## src/rtl/dispatch_lane_sequencer.sv

```systemverilog
// Splits one full-warp dispatch packet into lane-wide packets, one per cycle,
// skipping all-zero mask blocks and tagging the first/last packet of each warp.
module dispatch_lane_sequencer #(
  parameter  int NUM_THREADS = 8,
  parameter  int NUM_LANES   = 2,
  parameter  int HDR_W       = 64,
  parameter  int PAYLOAD_W   = 96,
  localparam int NUM_PKTS    = NUM_THREADS / NUM_LANES,
  localparam int PID_W       = (NUM_PKTS > 1) ? $clog2(NUM_PKTS) : 1
) (
  input  logic                             clk,
  input  logic                             reset,
  input  logic                             in_valid,
  output logic                             in_ready,
  input  logic [HDR_W-1:0]                 in_hdr,
  input  logic [NUM_THREADS-1:0]           in_tmask,
  input  logic [NUM_THREADS*PAYLOAD_W-1:0] in_data,
  output logic                             out_valid,
  input  logic                             out_ready,
  output logic [HDR_W-1:0]                 out_hdr,
  output logic [NUM_LANES-1:0]             out_tmask,
  output logic [NUM_LANES*PAYLOAD_W-1:0]   out_data,
  output logic [PID_W-1:0]                 out_pid,
  output logic                             out_sop,
  output logic                             out_eop,
  output logic                             dbg_state
);

  // Handshake: a transfer happens on a rising clk edge where valid && ready are
  // both high; valid never depends on ready, and out_* hold while stalled.
  typedef enum logic {IDLE = 1'b0, SEND = 1'b1} state_t;

  state_t                             r_state;
  logic [HDR_W-1:0]                   r_hdr;
  logic [NUM_THREADS-1:0]             r_tmask;
  logic [NUM_THREADS*PAYLOAD_W-1:0]   r_data;
  logic [PID_W-1:0]                   r_pid;
  logic                               r_sop;

  logic [NUM_PKTS-1:0]                w_blk_nz;
  logic [NUM_PKTS-1:0]                w_in_nz;
  logic [PID_W-1:0]                   w_first_pid;
  logic [PID_W-1:0]                   w_next_pid;
  logic                               w_has_next;
  logic                               w_in_fire;
  logic [NUM_LANES-1:0]               w_tmask_slice;
  logic [NUM_LANES*PAYLOAD_W-1:0]     w_data_slice;

  always_comb begin
    w_blk_nz      = '0;
    w_in_nz       = '0;
    w_first_pid   = '0;
    w_next_pid    = '0;
    w_has_next    = 1'b0;
    w_tmask_slice = '0;
    w_data_slice  = '0;
    for (int p = 0; p < NUM_PKTS; p++) begin
      w_blk_nz[p] = |r_tmask[p*NUM_LANES +: NUM_LANES];
      w_in_nz[p]  = |in_tmask[p*NUM_LANES +: NUM_LANES];
    end
    // Descending scans leave the lowest qualifying index; an empty warp keeps pid 0.
    for (int p = NUM_PKTS-1; p >= 0; p--) begin
      if (w_in_nz[p]) w_first_pid = PID_W'(p);
      if (w_blk_nz[p] && (PID_W'(p) > r_pid)) begin
        w_has_next = 1'b1;
        w_next_pid = PID_W'(p);
      end
    end
    for (int p = 0; p < NUM_PKTS; p++) begin
      if (PID_W'(p) == r_pid) begin
        w_tmask_slice = r_tmask[p*NUM_LANES +: NUM_LANES];
        w_data_slice  = r_data[p*NUM_LANES*PAYLOAD_W +: NUM_LANES*PAYLOAD_W];
      end
    end
  end

  assign out_valid = (r_state == SEND);
  assign out_hdr   = r_hdr;
  assign out_tmask = w_tmask_slice;
  assign out_data  = w_data_slice;
  assign out_pid   = r_pid;
  assign out_sop   = out_valid & r_sop;
  assign out_eop   = out_valid & ~w_has_next;
  assign in_ready  = reset & (~out_valid | (out_ready & out_eop));
  assign w_in_fire = in_valid & in_ready;
  assign dbg_state = r_state;

  always_ff @(posedge clk) begin
    if (!reset) begin
      r_state <= IDLE;
      r_hdr   <= '0;
      r_tmask <= '0;
      r_data  <= '0;
      r_pid   <= '0;
      r_sop   <= 1'b0;
    end else if (w_in_fire) begin
      // Covers both IDLE capture and the back-to-back capture on the last packet.
      r_state <= SEND;
      r_hdr   <= in_hdr;
      r_tmask <= in_tmask;
      r_data  <= in_data;
      r_pid   <= w_first_pid;
      r_sop   <= 1'b1;
    end else if (r_state == SEND && out_ready) begin
      if (w_has_next) begin
        r_pid <= w_next_pid;
        r_sop <= 1'b0;
      end else begin
        r_state <= IDLE;
        r_pid   <= '0;
        r_sop   <= 1'b0;
      end
    end
  end

endmodule

```

## config.mk

```make
export PLATFORM = sky130hd
export DESIGN_NAME = dispatch_lane_sequencer
export DESIGN_NICKNAME = d
export VERILOG_FILES = /design/src/rtl/dispatch_lane_sequencer.sv
export SDC_FILE = /design/constraint.sdc
export NUM_CORES = 2
export LEC_CHECK = 0
export BUFFER_PORTS_ARGS = -buffer_cell sky130_fd_sc_hd__buf_4
export CORE_AREA = 2 2 433 435
export CTS_BUF_LIST = sky130_fd_sc_hd__clkbuf_2 sky130_fd_sc_hd__clkbuf_4 sky130_fd_sc_hd__clkbuf_8
export DETAILED_ROUTE_END_ITERATION = 8
export DIE_AREA = 0 0 435 437
export HOLD_SLACK_MARGIN = 0.06
export PLACE_DENSITY = 0.43
export SLEW_MARGIN = 20
export SYNTH_ARGS = -nofsm -noshare
export SYNTH_HDL_FRONTEND = slang
export SYNTH_SLANG_ARGS = --single-unit
```

## constraint.sdc

```tcl
create_clock -name clk -period 2.6 [get_ports clk]
set_clock_uncertainty 0.05 [all_clocks]
set_input_delay 0.52 -clock clk [delete_from_list [all_inputs] [get_ports clk]]
set_output_delay 0.52 -clock clk [all_outputs]
set_load 0.03 [all_outputs]
```

==> impl_table.tex <==
\begin{tabular}{lr}
\hline
Metric & Value \\
\hline
\multicolumn{2}{l}{\textbf{Power}} \\
Leak & 27.3 nW \\
Total power per unit cell area & 632 nW/µm² \\
Maximum vdd drop & 0.308 mV \\
\multicolumn{2}{l}{\textbf{Critical path}} \\
Arrival time of the worst setup path & 2630 ps \\
Classification of the worst setup path & flop to primary output \\
Data required time at the worst endpoint & 2030 ps \\
Crit path launch type & flop \\
Largest fanout on the critical path & 7 \\
Beginning of the worst register-to-register path & out\_pid[0]\$\_SDFFE\_PN0P\_ \\
Critical path launch point & out\_pid[0]\$\_SDFFE\_PN0P\_ \\
Kind of capture point of the worst setup path & primary output \\
\multicolumn{2}{l}{\textbf{Floorplan}} \\
Total core area & 185000 µm² \\
Vertical die dimension & 437 µm \\
Number of I/O pins & 1109 \\
Standard-cell rows & 158 \\
Starting density of the core & 18.2\% \\
Die outline width & 435 µm \\
Die footprint & 190000 µm² \\
\multicolumn{2}{l}{\textbf{Finish}} \\
Commonest non-fill, non-tap cell in the layout & sky130\_fd\_sc\_hd\_\_nand2\_1 \\
Layout area overhead & 74.4\% \\
Fillcell total & 19553 \\
Leading cell types in the layout, fill and taps excluded & sky130\_fd\_sc\_hd\_\_nand2\_1, sky130\_fd\_sc\_hd\_\_buf\_4, sky130\_fd\_sc\_hd\_\_dlygate4sd3\_1, sky130\_fd\_sc\_hd\_\_nand3\_1, sky130\_fd\_sc\_hd\_\_dfxtp\_1 \\
Final core utilization & 31.8\% \\
Fraction of final layout cells with drive strength greater than 1 & 29.4\% \\
NumNets Final & 6716 \\
\multicolumn{2}{l}{\textbf{Logic synthesis}} \\
Number of warning messages in the yosys log & 0 \\
Count of flip-flops with a built-in enable after synthesis & 0 \\
Synthesized net count & 4765 \\
Top flip-flop cell by instance count after synthesis & sky130\_fd\_sc\_hd\_\_dfxtp\_1 \\
Post-synthesis register bit count & 844 \\
Share of flip-flops with an asynchronous set or reset & 0\% \\
Proportion of synthesized chip area in sequential cells & 50.1\% \\
Mean Syn Cell Area & 8.60 µm² \\
Netlist area before placement & 33700 µm² \\
Cells after synthesis & 3921 \\
Post-synthesis cell type count & 27 \\
\multicolumn{2}{l}{\textbf{Clock tree}} \\
Clock Root Buffer & sky130\_fd\_sc\_hd\_\_clkbuf\_8 \\
Number of H-tree branching levels & 4 \\
Total clock buffers created by CTS & 163 \\
Maximum clock insertion buffer count & 3 \\
CTS clk-pin slew, worst paths & 60 ps \\
Clock Latency Late Sink & 890 ps \\
TritonCTS clock tree & yes \\
\# clock sinks & 844 \\
\multicolumn{2}{l}{\textbf{Timing}} \\
Final setup violation count & 196 \\
Max-slew headroom at the worst pin & 12.1\% \\
Final hold violation count & 0 \\
Post-layout minimum cycle time & 3200 ps \\
Number of slew-limit violations in the final report & 0 \\
Fin crit share & 123\% \\
Transition time of the tightest slew-check pin & 1320 ps \\
Final setup slack of the worst path & -595 ps \\
Maximum clock frequency & 313 MHz \\
Unrepaired setup endpoints after global routing & true \\
Worst hold slack after final layout & 272 ps \\
\multicolumn{2}{l}{\textbf{Global routing}} \\
First-pass GRT wire length & 259000 µm \\
Via count of the first global-routing pass & 36562 \\
Initial antenna violation count & 55 \\
Maximum number of pins on one net before global-route repair & 197 \\
Global route overflow & 0 \\
Overall track demand over capacity in global routing & 18.6\% \\
\multicolumn{2}{l}{\textbf{Job}} \\
Max\_cap viols & 0 \\
\multicolumn{2}{l}{\textbf{Drt}} \\
Total Wirelength & 185000 µm \\
Via total after detailed routing & 35777 \\
Vias per inst & 4.20 \\
Post-DR wirelength/cell & 21.7 µm \\
DRC Markers & 0 \\
DR pass1 iterations & 5 \\
Remaining antenna violation count after routing & 0 \\
DRT iter0 DRCs & 2274 \\
\multicolumn{2}{l}{\textbf{Placed design}} \\
Count of input and output buffers & 1108 \\
Pre-CTS setup slack & 147 ps \\
Hpwl dp & 133000 µm \\
Routability-driven placement congestion ratio & 0.959 \\
\multicolumn{2}{l}{\textbf{Status}} \\
Outcome & complete, but fails checks \\
Failing checks & setup timing \\
\multicolumn{2}{l}{\textbf{Min path}} \\
Min-delay src & in\_data[54] \\
Worst Hold Class & primary input to flop \\
\hline
\end{tabular}
layer usage:
metal	track usage, %	vias up	wire length [µm]
li1	-	17058	-
met1	22.7	17160	75500
met2	31.0	1256	89200
met3	5.05	291	13700
met4	7.18	12	6450
met5	0	-	85
sequential cells by signal, indices dropped and copies added, names as in the netlist:
register   count
r_data       768
out_hdr       64
r_tmask        8
out_pid        2
dbg_state      1
r_sop          1
Yosys cell counts (all sizes together), types with 2 or more instances:
master | n | share of area, %
a21oi | 2 | 0.030
nor4 | 2 | 0.037
nor3 | 2 | 0.030
nand3 | 843 | 13
nand2 | 1684 | 19
a2bb2oi | 2 | 0.052
and2 | 2 | 0.037
clkbuf | 127 | 1.4
inv | 4 | 0.045
buf | 199 | 3.6
nor2 | 4 | 0.045
nand2b | 2 | 0.037
dfxtp | 844 | 50
o31ai | 2 | 0.045
mux4 | 194 | 13
critical path: stages (launching register included):
cell,delay [ps]
sky130_fd_sc_hd__dfxtp_4,400
sky130_fd_sc_hd__buf_12,130
sky130_fd_sc_hd__buf_16,180
sky130_fd_sc_hd__buf_16,160
sky130_fd_sc_hd__mux4_2,640
sky130_fd_sc_hd__buf_6,190
metrics by stage:
step           total power, W  instance area (µm²)  TNS (ps)  cells
2_1_floorplan          0.0178                33700         0   3921
3_3_place_gp           0.0209                44900         0   7294
3_5_place_dp           0.0209                44900         0   7294
4_1_cts                0.0376                58200   -137400   8463
5_1_grt                0.0388                58800   -132350   8506
6_report               0.0371                58800    -94280   8515
timing repair:
action,CTS,global route
gates resized for setup,165,91
hold buffers,848,0
pin swaps,2,6
gates cloned,15,4
hold endpoints to repair,844,0
endpoints found under the setup margin,197,316
setup buffers,20,11
logic make-up (layout without fill, tap and decap cells):
group           count (synthesis)  count (layout)  synth area share, %
buf+inv                       330            2402                 5.09
simple gates                 2542            2542                 31.5
flops                         844             844                 50.1
other cells                     0              42                    0
compound gates                 11              11                0.312
mux                           194             194                 13.0
layout make-up:
class                           instances  area, µm²  share of cell area, %
Clock buffer                          262       3240                   5.51
Multi-Input combinational cell       2747      15200                   25.8
Clock inverter                         24        324                  0.551
Antenna cell                           42        105                  0.179
Inverter                                4       15.0                 0.0255
Timing Repair Buffer                 2112      19900                   33.9
Sequential cell                       844      16900                   28.8
Tap cell                             2480       3100                   5.28
where the power goes:
part / internal, W / switching, W
Combinational: 0.00382 / 0.00397
Clock: 0.00838 / 0.00634
Sequential: 0.0140 / 0.000623
Total: 0.0262 / 0.0109
path summary, 6_finish.rpt:
path                                                 end  slack, ps  cells after the start
worst max-delay path                       out_data[102]       -600                      5
worst min register to register  r_data[683]$_SDFFE_PN0P_        400                      2
worst max register to register  r_data[338]$_SDFFE_PN0P_         20                     11
worst min-delay path             r_data[54]$_SDFFE_PN0P_        270                      4
Note: power is estimated with default switching activity, not from simulation.
